===== config.mk =====
export PLATFORM = sky130hd
export DESIGN_NAME = bus_ctrl
export DESIGN_NICKNAME = d
export VERILOG_FILES = /design/src/rtl/bus_defs.sv /design/src/rtl/bus_timer.sv /design/src/rtl/bus_ctrl.sv
export SDC_FILE = /design/constraint.sdc
export NUM_CORES = 1
export LEC_CHECK = 0
export ABC_AREA = 1
export CORE_AREA = 2 2 180 182
export DETAILED_ROUTE_END_ITERATION = 6
export DIE_AREA = 0 0 182 184
export GPL_TIMING_DRIVEN = 0
export SYNTH_ARGS = -nofsm -noshare
export SYNTH_HDL_FRONTEND = slang
export SYNTH_HIERARCHICAL = 1
export SYNTH_SLANG_ARGS = --single-unit

===== constraint.sdc =====
create_clock -name clk -period 1.31 [get_ports clk]
set_clock_uncertainty 0.05 [all_clocks]
set_input_delay 0.1965 -clock clk [delete_from_list [all_inputs] [get_ports clk]]
set_output_delay 0.1965 -clock clk [all_outputs]
set_load 0.02 [all_outputs]

===== src/rtl/bus_defs.sv =====
// Shared definitions for the CPU-to-target bus controller: target indices,
// FSM state encoding and default parameters.
package bus_defs;

   localparam int NTGT_DEF    = 8;
   localparam int TIMEOUT_DEF = 64;

   localparam int TGT_TEXTS    = 0;
   localparam int TGT_DATAS    = 1;
   localparam int TGT_BIOS     = 2;
   localparam int TGT_TEXTRAM  = 3;
   localparam int TGT_GRAPHRAM = 4;
   localparam int TGT_DRAM     = 5;
   localparam int TGT_DMARAM   = 6;
   localparam int TGT_OTHERS   = 7;

   typedef enum logic [1:0] {
      ST_IDLE   = 2'd0,
      ST_ACCESS = 2'd1,
      ST_DONE   = 2'd2,
      ST_ERR    = 2'd3
   } state_t;

endpackage


===== src/rtl/bus_timer.sv =====
// ACCESS-phase watchdog: counts enabled cycles and flags the last allowed one.
module bus_timer #(
   parameter int TIMEOUT = 64
) (
   input  logic clk,
   input  logic rst_n,
   input  logic clear,
   input  logic enable,
   output logic expire
);

   localparam int CW = (TIMEOUT > 1) ? $clog2(TIMEOUT) : 1;

   logic [CW-1:0] count;

   // Saturates on the final cycle so a stalled controller cannot wrap back to 0.
   always_ff @(posedge clk or negedge rst_n) begin
      if (!rst_n) begin
         count <= '0;
      end else if (clear) begin
         count <= '0;
      end else if (enable && !expire) begin
         count <= count + 1'b1;
      end
   end

   assign expire = (count == CW'(TIMEOUT - 1));

endmodule


===== src/rtl/bus_ctrl.sv =====
// Single-outstanding CPU bus controller: latches a request, drives one target,
// waits for its ack (bounded by a timeout) and reports done or bus error.
module bus_ctrl
   import bus_defs::*;
#(
   parameter int TIMEOUT = TIMEOUT_DEF,
   parameter int NTGT    = NTGT_DEF
) (
   input  logic                 clk,
   input  logic                 rst_n,
   input  logic                 cpu_req,
   input  logic                 cpu_we,
   input  logic [31:0]          cpu_addr,
   input  logic [31:0]          cpu_wdata,
   input  logic [3:0]           cpu_be,
   input  logic [NTGT-1:0]      tgt_sel,
   output logic                 cpu_stall,
   output logic                 cpu_done,
   output logic                 cpu_err,
   output logic [31:0]          cpu_rdata,
   output logic [NTGT-1:0]      bus_cs,
   output logic [31:0]          bus_addr,
   output logic [31:0]          bus_wdata,
   output logic                 bus_we,
   output logic [3:0]           bus_be,
   input  logic [NTGT-1:0]      bus_ack,
   input  logic [32*NTGT-1:0]   bus_rdata,
   output state_t               dbg_state
);

   state_t          state_q, state_d;
   logic [NTGT-1:0] sel_q;
   logic [31:0]     addr_q, wdata_q, rdata_q, sel_rdata;
   logic            we_q;
   logic [3:0]      be_q;
   logic            req_valid, ack_hit, timer_clear, timer_en, timer_expire;

   // The last target index is the unmapped "others" decode.
   assign req_valid = $onehot(tgt_sel) && !tgt_sel[NTGT-1] && (cpu_be != 4'b0000);
   assign ack_hit   = |(bus_ack & sel_q);

   always_comb begin
      sel_rdata = '0;
      for (int i = 0; i < NTGT; i++) begin
         if (sel_q[i]) sel_rdata = sel_rdata | bus_rdata[32*i +: 32];
      end
   end

   bus_timer #(.TIMEOUT(TIMEOUT)) u_timer (
      .clk    (clk),
      .rst_n  (rst_n),
      .clear  (timer_clear),
      .enable (timer_en),
      .expire (timer_expire)
   );

   always_ff @(posedge clk or negedge rst_n) begin
      if (!rst_n) begin
         state_q <= ST_IDLE;
      end else begin
         state_q <= state_d;
      end
   end

   // Ack is checked before expiry so a last-cycle ack still completes.
   always_comb begin
      state_d     = state_q;
      cpu_stall   = 1'b0;
      cpu_done    = 1'b0;
      cpu_err     = 1'b0;
      bus_cs      = '0;
      timer_clear = 1'b0;
      timer_en    = 1'b0;
      case (state_q)
         ST_IDLE: begin
            timer_clear = 1'b1;
            if (cpu_req) begin
               cpu_stall = 1'b1;
               state_d   = req_valid ? ST_ACCESS : ST_ERR;
            end
         end
         ST_ACCESS: begin
            cpu_stall = 1'b1;
            bus_cs    = sel_q;
            timer_en  = 1'b1;
            if (ack_hit)           state_d = ST_DONE;
            else if (timer_expire) state_d = ST_ERR;
         end
         ST_DONE: begin
            cpu_done = 1'b1;
            state_d  = ST_IDLE;
         end
         ST_ERR: begin
            cpu_err = 1'b1;
            state_d = ST_IDLE;
         end
         default: state_d = ST_IDLE;
      endcase
   end

   always_ff @(posedge clk or negedge rst_n) begin
      if (!rst_n) begin
         sel_q   <= '0;
         addr_q  <= '0;
         wdata_q <= '0;
         we_q    <= 1'b0;
         be_q    <= '0;
      end else if (state_q == ST_IDLE && cpu_req) begin
         sel_q   <= tgt_sel;
         addr_q  <= cpu_addr;
         wdata_q <= cpu_wdata;
         we_q    <= cpu_we;
         be_q    <= cpu_be;
      end
   end

   always_ff @(posedge clk or negedge rst_n) begin
      if (!rst_n) begin
         rdata_q <= '0;
      end else if (state_q == ST_ACCESS && ack_hit && !we_q) begin
         rdata_q <= sel_rdata;
      end
   end

   assign cpu_rdata = (state_q == ST_ERR) ? 32'h0 : rdata_q;
   assign bus_addr  = addr_q;
   assign bus_wdata = wdata_q;
   assign bus_we    = we_q;
   assign bus_be    = be_q;
   assign dbg_state = state_q;

endmodule


==> Implementation_results.wiki <==
{| class="wikitable"
! Metric !! Value
|-
| Drt wl/cell || 20.3 um
|-
| Total number of placement rows || 65
|-
| Data required time at the worst endpoint || around 1.6 ns
|-
| # Max-Cap Violations || 0
|-
| Instance count after placement with tap cells included || between 1500 and 2000
|-
| Highest clock frequency the design can meet || between 0.3 and 0.4 GHz
|-
| Avg Inst Size Synth || between 7 and 8 sq um
|-
| First-pass DRT Iterations || 6
|-
| Leading cell types by count after synthesis || nand2_1 (523), nor2_1 (121), dfrtp_1 (117)
|-
| Maximum buffer depth of the clock tree || 2
|-
| Largest net degree at the start of global routing || 76
|-
| Crit-path slowest cell || fa_1
|-
| Die width || between 150 and 200 um
|-
| Number of enable-type register cells in the synthesized netlist || 0
|-
| Number of cells in the finished layout apart from fillers || roughly 2000
|-
| Final setup violation count || 162
|-
| Violation count after the first detailed-routing iteration || 394
|-
| Flop-to-flop setup slack || -0.52 ns
|-
| Number of nets at the end of the flow || around 1900
|-
| Post-route fraction of the period consumed by the critical path || 210%
|-
| Routed via count || just under 9000
|-
| Total global-route track usage || between 20 and 25%
|-
| Top Ports || between 400 and 500
|-
| Detailed-route wire length || slightly above 40000 um
|-
| Die ar. || approximately 33000 sq um
|-
| DRC violation count after routing || 0
|-
| Crit path largest cell delay || ~0.58 ns
|-
| Vias in the first global route || ~9000
|-
| Failing checks || negative setup slack
|-
| Input/output buffers || 457
|-
| Type of the tightest min-delay check || in2reg
|-
| Mapped cell area || around 7200 sq um
|-
| CTS root buf || clkbuf_16
|-
| Top area cells in the synthesized netlist || dfrtp_1 (41%), nand2_1 (27%), mux2_1 (10%)
|-
| Hold_ws || between 0.06 and 0.07 ns
|-
| Part of the Yosys area used for sequential elements || around two fifths
|-
| Cells along the critical path || buf_8 -> inv_8 -> fa_1 -> fa_1 -> fa_1 -> inv_1 -> ha_2 -> inv_2 -> fa_1 -> nand2_1 -> inv_1 -> nand2_1 -> nor2_1 -> nand3_1 -> nand2_1 -> nor2_1
|-
| Power density over cell area || between 2000 and 2500 nW/um^2
|-
| Clock-pin slew reported for the worst setup and hold paths after clock tree synthesis || roughly 0.07 ns
|-
| Area delta synth->final || 108%
|-
| Proportion of synthesized flip-flops having asynchronous set or reset || between 90% and 100%
|-
| Cells after Synth || between 1000 and 1500
|-
| Ratio of cells with drive above 1 in the final layout || roughly 26%
|-
| Number of warnings printed during yosys synthesis || 6
|-
| Clock latency on the worst-skew pair || just over 0.4 ns
|-
| Antenna Violating Nets Remaining || 0
|-
| Via/cell ratio || between 4 and 5
|-
| Sum of overflow across all layers after global routing || 0
|-
| Leakage || slightly below 0.008 uW
|-
| RePlAce Congestion || slightly below 0.9
|-
| Register bit total from synthesis || roughly 120
|-
| Maximum vdd drop || around 0.0011 V
|-
| Core region area || about 31000 sq um
|-
| Unrepaired setup endpoints after global routing || true
|-
| Sink count of the clock tree || about 120
|-
| Distinct cell type count after synthesis || 24
|-
| Total number of H-tree levels || 4
|-
| Library cell with the highest instance count after synthesis || nand2_1
|-
| Final-report max-slew violation count || 0
|-
| Arrival time at the worst endpoint || 3.01 ns
|-
| Worst-Margin Slew || ~0.47 ns
|-
| Post-synthesis cell type with the largest combined area || dfrtp_1
|-
| Crit path launch type || primary input
|-
| Final worst slack || -1.44 ns
|-
| Result of the run || finished, violations left
|-
| Wire length of the first global-routing pass || roughly 56000 um
|-
| Initial standard-cell utilization of the core || a little under a quarter
|-
| Relative max-transition margin || between 60% and 70%
|-
| Top FF cell, synth || dfrtp_1
|-
| Most used cell along the critical path || fa_1
|-
| Number of antenna violations at the first check in global routing || 1
|-
| Die Y-Extent || 184 um
|-
| Worst setup slack before clock tree synthesis || -2.32 ns
|-
| Final total power || 34000 uW
|-
| HPWL reported at the end of detailed placement || ~30000 um
|-
| Critical Path End Type || flip-flop
|-
| Number of endpoints with negative hold slack in the final report || 0
|-
| Synthesized Nets || 1379
|-
| Start-to-end type of the worst setup path || in2reg
|-
| Synth top area share || about 41%
|-
| Final critical delay including setup and external delays || between 2 and 3 ns
|-
| Number of buffers added by the clock tree synthesis step || 17
|-
| TritonCTS clock tree || yes
|-
| Biggest fanout along the worst timing path || 2
|}
-- state kept, by name, summed over array words and instances (netlist names) --
name / flops
bus_we: 1
dbg_state: 2
bus_be: 4
bus_addr: 32
sel_q: 8
bus_wdata: 32
u_timer/count: 6
rdata_q: 32
-- cell families (layout without fill, tap and decap cells) --
logic type,count (synthesis),count (layout),share of synthesized area (%)
flops,117,117,40.5
simple gates,702,702,38.3
mux,67,67,10.4
fa+ha+maj,8,8,1.80
compound gates,11,11,0.796
other cells,0,1,0
buf+inv,122,673,8.12
-- critical path, delay by kind of cell --
| family | cells | cell delay [ns] |
|---|---|---|
| fa+ha+maj | 5 | 2.17 |
| buf+inv | 5 | 0.26 |
| simple gates | 6 | 0.39 |
-- power breakdown --
part / internal (uW) / switching, uW / total (uW)
clock: 2580 / 2140 / 4720
combinational: 10600 / 12200 / 22700
sequential: 5420 / 1080 / 6510
total: 18600 / 15400 / 34000
-- stage by stage --
step | area (sq um) | setup TNS, ns | utilization (%)
final | 15100 | -82.26 | 48.0
after floorplan | 7620 | -13.40 | -
after global placement | 12700 | -628.72 | 40.4
after detailed placement | 12700 | -70.94 | 40.5
after global routing | 15100 | -90.22 | 47.9
after CTS | 14400 | -86.90 | 45.8
-- per-layer routing --
metal	share of wire, %	wire, um	track usage, %	vias to the layer above
li1	-	-	-	4212
met1	39	15700	26.7	4001
met2	50	20000	40.9	394
met3	8.3	3330	6.14	65
met4	3.1	1230	8.19	0
met5	0	0	0	-
-- repair_timing --
| action | 4_1_cts | 5_1_grt |
|---|---|---|
| endpoints found under the hold margin | 43 | 0 |
| hold buffers | 2 | 0 |
| cloned | 4 | 12 |
| setup buffers | 45 | 16 |
| gates resized for setup | 489 | 184 |
| endpoints found under the setup margin | 231 | 221 |
| pin swaps | 13 | 20 |
-- worst paths after layout --
path | startpoint | to | cells past startpoint
max in group asynchronous | rst_n | bus_we | 3
min reg2reg | rdata_q[13] | rdata_q[13] | 2
min in group asynchronous | rst_n | bus_wdata[24] | 2
max reg2reg | dbg_state[1] | bus_addr[30] | 8
min | tgt_sel[1] | sel_q[1] | 4
max | tgt_sel[3] | dbg_state[1] | 16
-- area by class of cell --
class	instances	area [sq um]
multi-input cells	788	4550
fillers	3065	16300
clock inverters	15	170
inverters	68	278
plain buffers	54	656
repair buffers	519	5540
clock buffers	17	425
well taps	402	503
flip-flops and latches	117	2930
diodes	1	2.50
-- cell usage in the layout, fill, tap and decap left out, types with 2 or more instances in the layout --
master           netlist  final
nor2_1               121     80
clkdlybuf4s50_1        0    339
buf_4                  1     37
buf_16                 0      3
inv_8                  0      8
o21ai_2                0      5
inv_2                  1      2
buf_12                 0     23
nand2_8                1      5
dlygate4sd3_1          0      2
nand2_2                3     34
buf_2                 40     22
ha_1                   4      3
nor3_1                 2      2
buf_6                 10     65
clkbuf_2               0     11
o21ai_1                1      4
dlymetal6s2s_1         0     45
buf_8                  0     13
nand3_2                0     15
nand2_4                4      9
nand3_1               44     29
dfrtp_1              117    115
clkbuf_16              0     29
nand2_1              523    483
fa_1                   4      4
mux2_4                 0     67
clkinvlp_4             0      3
inv_4                  0      3
inv_1                 67     60
clkinv_8               0      3
inv_6                  0      4
dfrtp_2                0      2
nor2_4                 3     43
(Power assumes the default switching activity.)
==> RTL change 1 (same settings) <==
Change the package constant `NTGT_DEF` from 8 to 4.
--- a/src/rtl/bus_defs.sv
+++ b/src/rtl/bus_defs.sv
@@ -4,3 +4,3 @@
 
-   localparam int NTGT_DEF    = 8;
+   localparam int NTGT_DEF    = 4;
    localparam int TIMEOUT_DEF = 64;
Interface: changed (resized bus_ack, bus_cs, bus_rdata and tgt_sel); port bits go from 458 to 318. No check against the original RTL was run, so the function may have changed too.
==> RTL change 1 against the unedited design <==
The flow still finishes with violations (setup timing). Sequential cell count decreased by 4. First-iteration DRC count down 36%. Design area decreased by 26%. Global-route usage decreased by 7.4 points. Routed wire length down 34%. Utilization decreased by 12 points. Area after synthesis down 20%. Largest power group unchanged. Combinational power is 29% lower. Highest routed layer unchanged. Critical path depth shrank 10. Setup slack gained 0.87 ns. Power decreased by 20%.
==> RTL change 1: results <==
{
  "drt-total-wl_mm": 26.61,
  "routedWlPerCell_um": 16.77,
  "use_met3_pct": 5.349,
  "hpwl_mm": 19.37,
  "syn_nets": 1005,
  "hold_ws_ns": 0.03766,
  "viasPerCell": 4.207,
  "violations": "setup timing",
  "nNetsFinal": 1384,
  "arrival_ns": 1.63,
  "cp-endpoint": "cpu_stall",
  "grt_pass1_vias": 6896,
  "netlist_instances": 793,
  "dpl.cell_count": 1512,
  "peakVddDrop_mv": 1.039,
  "dr.pass1.iters": 4,
  "leakage_nw": 5.407,
  "wl_met1_mm": 10.54,
  "use_met2_pct": 28.21,
  "tightest_slew_ns": 0.7228,
  "globalRouteMet1Util_pct": 16.89,
  "wl_met3_mm": 2.352,
  "setup-violations-final": 155,
  "finalWorstSetupSlack_ns": -0.5703,
  "outcome": "finished, violations left",
  "synth_area_mm2": 0.005783,
  "drive_gt1_share_pct": 25.59,
  "synthTopCellsByArea": "dfrtp_1 (49%), nand2_1 (23%), nand3_1 (9.6%), nand4_1 (3.6%), inv_1 (3.4%)",
  "r2r_end": "u_timer/count[2]$_DFFE_PN0P_",
  "place.gp.congestion": 0.8020,
  "seq_area_frac_synth_pct": 48.90,
  "whs_path_depth": 3,
  "track_usage_pct": 15.68,
  "grt_max_degree": 59
}
-- RTL change 1: changes by cell type after synthesis, moves of 32 or more --
cell	unedited run	this run
mux2_1	67	0
nand2_1	523	358
nor2_1	121	51
nand3_1	44	111
nand4_1	1	33
-- RTL change 1: power breakdown --
part	leakage (nW)	internal (mW)	switching (mW)	total, mW
logic	3.72	7.15	8.99	16.1
clock network	0.286	3.01	1.94	4.95
registers	1.40	5.14	0.924	6.07
total	5.41	15.3	11.9	27.2
-- RTL change 1: logic make-up after synthesis --
family | synth area share, %
adders and majority gates | 0.9953
and+or+nand+nor | 41.97
AOI/OAI and AO/OA | 0.4759
buffers and inverters | 7.659
DFF | 48.90
-- RTL change 1: layout make-up --
type | instances | area (um^2)
antenna | 1 | 2.502
clock inverter | 14 | 182.7
clock buffer | 17 | 425.4
buffer | 49 | 633.1
tap | 402 | 503.0
multi-input combinational | 576 | 2875
fill | 3270 | 20260
sequential | 113 | 2831
inverter | 53 | 222.7
timing repair buffer | 362 | 3461
-- RTL change 1: worst max-delay path, stage by stage, from the launching register on --
cell and delay (ns):
dfrtp_2 0.40, buf_4 0.16, nor2_4 0.20, nand2_4 0.10
buf_8 0.14, nand2_2 0.06, buf_6 0.14
-- RTL change 1: through the flow --
step           setup TNS (ns)  total power [mW]  area, um^2
2_1_floorplan          -2.532             13.04        5891
3_3_place_gp          -618.93             19.32        9557
3_5_place_dp           -66.17             19.42        9585
4_1_cts                -52.08             26.97       11010
5_1_grt                -77.42             28.93       11140
6_report               -65.35             27.15       11140
-- RTL change 1: what timing repair did --
item                                    CTS  global route
buffers inserted                         27             9
resized for setup                       697            31
pin swaps                                43            15
hold endpoints to repair                 55             0
gates cloned                              8             0
hold buffers                              1             0
endpoints found under the setup margin  223           160
==> RTL change 2 (same settings) <==
Made on the original files. Reset style: synchronous (`rst_n`), changed in 4 clocked blocks.
--- a/src/rtl/bus_timer.sv
+++ b/src/rtl/bus_timer.sv
@@ -16,3 +16,3 @@
    // Saturates on the final cycle so a stalled controller cannot wrap back to 0.
-   always_ff @(posedge clk or negedge rst_n) begin
+   always_ff @(posedge clk) begin
       if (!rst_n) begin
--- a/src/rtl/bus_ctrl.sv
+++ b/src/rtl/bus_ctrl.sv
@@ -56,3 +56,3 @@
 
-   always_ff @(posedge clk or negedge rst_n) begin
+   always_ff @(posedge clk) begin
       if (!rst_n) begin
@@ -100,3 +100,3 @@
 
-   always_ff @(posedge clk or negedge rst_n) begin
+   always_ff @(posedge clk) begin
       if (!rst_n) begin
@@ -116,3 +116,3 @@
 
-   always_ff @(posedge clk or negedge rst_n) begin
+   always_ff @(posedge clk) begin
       if (!rst_n) begin
Behaviour: differs if rst_n is asserted again (counterexample within 4 cycles, from zero or initial values and one cycle with rst_n low); with rst_n held inactive, the same outputs for 4 cycles.
==> RTL change 2 against the unedited design <==
Design area is 0.24% higher. Area after synthesis is 5.9% lower. Setup slack better by 0.11 ns. Critical path type unchanged. Highest routed layer unchanged. Register-to-register slack better by 0.14 ns. Sequential cell count stayed put. The flow still finishes with violations (setup timing). Count of clock-buffer cells in the layout is 2 higher. Routed wire length is 1.3% higher. Utilization is 0.12 points higher. Cell count is 8.6% higher. Largest cell class unchanged. Via count is 9.0% higher.
Power is not compared: it rests on default switching activity, and its combinational part moved more than twofold at a synthesized area within 25%.
==> RTL change 2: results <==
{
  "finalSetupTns_ns": -42.78,
  "track_usage_pct": 22.61,
  "synthTopCellsByArea": "dfxtp_1 (34%), nand2_1 (24%), nor2_1 (16%), o21ai_0 (5.7%), inv_1 (5.0%)",
  "nNetsFinal": 2082,
  "syn_nets": 1540,
  "finalWorstSetupSlack_ns": -1.328,
  "drt-total-wl_mm": 40.78,
  "dr.pass1.iters": 5,
  "hold_viol": 0,
  "crit_family": "adder cells",
  "ys_types": 29,
  "seq_area_frac_synth_pct": 34.44,
  "drive_gt1_share_pct": 23.64,
  "place.gp.congestion": 0.9051,
  "async_reset_ff_share_pct": 0,
  "num_vias": 9451,
  "grt_antenna_before_repair": 7,
  "startpoint": "tgt_sel[3]",
  "grt_pass1_wl_mm": 55.37,
  "peakVddDrop_mv": 0.8683,
  "num-fill-cells": 3081,
  "violations": "setup timing",
  "slew_headroom_pct": 59.42,
  "synthTopCellsByCount": "nand2_1 (440), nor2_1 (296), dfxtp_1 (117)",
  "grt_max_degree": 17,
  "slowest_delay_ns": 0.54,
  "arrival_ns": 2.89,
  "hpwl_mm": 30.75,
  "drt_iter0_drc": 376,
  "reg2reg_from": "dbg_state[1]$_SDFFE_PN0P_",
  "setup-violations-final": 158,
  "outcome": "finished, violations left",
  "grt_pass1_vias": 9199
}
[RTL change 2: cell count changes after synthesis, moves of 24 or more]
cell      before  now
clkbuf_1       1   38
mux2_1        67    0
buf_2         40   16
dfxtp_1        0  117
nand2_1      523  440
nor2_1       121  296
dfrtp_1      117    0
o21ai_0        8   77
[RTL change 2: path summary, 6_finish.rpt]
kind                                             endpoint  slack, ns  cells after the start
worst max register to register    rdata_q[5]$_SDFFE_PN0P_      -0.38                     11
worst max-delay path            dbg_state[1]$_SDFFE_PN0P_      -1.33                     14
worst min-delay path                sel_q[1]$_SDFFE_PN0P_       0.04                      3
worst min register to register  bus_addr[29]$_SDFFE_PN0P_       0.41                      2
[RTL change 2: where the power goes]
part | total [mW] | leakage, nW | switching [mW] | internal, mW
Combinational | 10.6 | 6.21 | 5.54 | 5.05
Sequential | 4.54 | 0.967 | 0.337 | 4.20
Clock | 4.71 | 0.277 | 1.84 | 2.87
Total | 19.8 | 7.46 | 7.72 | 12.1
[RTL change 2: final cells by class]
cell class	count	area, um^2	share of cell area, %
inverters	96	404.1	2.678
repair inverters	1	20.02	0.1327
flip-flops and latches	117	2365	15.67
clock buffers	19	442.9	2.935
well taps	402	503.0	3.333
plain buffers	67	899.6	5.961
multi-input cells	905	4579	30.35
repair buffers	525	5712	37.85
clock inverters	13	147.6	0.9784
diodes	7	17.52	0.1161
[RTL change 2: what timing repair did]
| item | 4_1_cts | 5_1_grt |
|---|---|---|
| buffers inserted | 34 | 24 |
| pin swaps | 28 | 43 |
| setup endpoints to repair | 227 | 227 |
| gates cloned | 6 | 12 |
| resized for setup | 573 | 385 |
[RTL change 2: cells by family (layout without fill, tap and decap cells)]
kind of cell	count (synthesis)	after routing	synth area share, %
DFF	117	117	34.44
and+or+nand+nor	805	805	46.57
adders and majority gates	8	8	1.914
other	0	7	0
buffers and inverters	166	721	10.21
xor gates and xnor gates	1	1	0.1288
AOI/OAI and AO/OA	91	91	6.734
[RTL change 2: tightest hold or removal path, stage by stage]
cell and delay [ns]:
buf_2 0.10, o21ai_1 0.07, a21oi_1 0.10
[RTL change 2: layer usage]
| metal | vias up | routed length, um | GRT usage (%) |
|---|---|---|---|
| met5 | - | 0 | 0 |
| met4 | 0 | 1724 | 10.16 |
| met3 | 63 | 3493 | 7.607 |
| met2 | 417 | 20560 | 40.49 |
| met1 | 4277 | 14990 | 24.12 |
| li1 | 4694 | - | - |
[RTL change 2: stage by stage]
step	cells	cell area [um^2]	setup slack [ns]	util [%]
CTS	2119	13810	-1.319	43.99
finish	2152	15090	-1.328	48.07
global placement	2047	11920	-2.259	37.98
detailed placement	2047	11920	-2.310	37.98
floorplan	1188	6845	-1.551	-
global route	2150	15090	-1.430	48.06
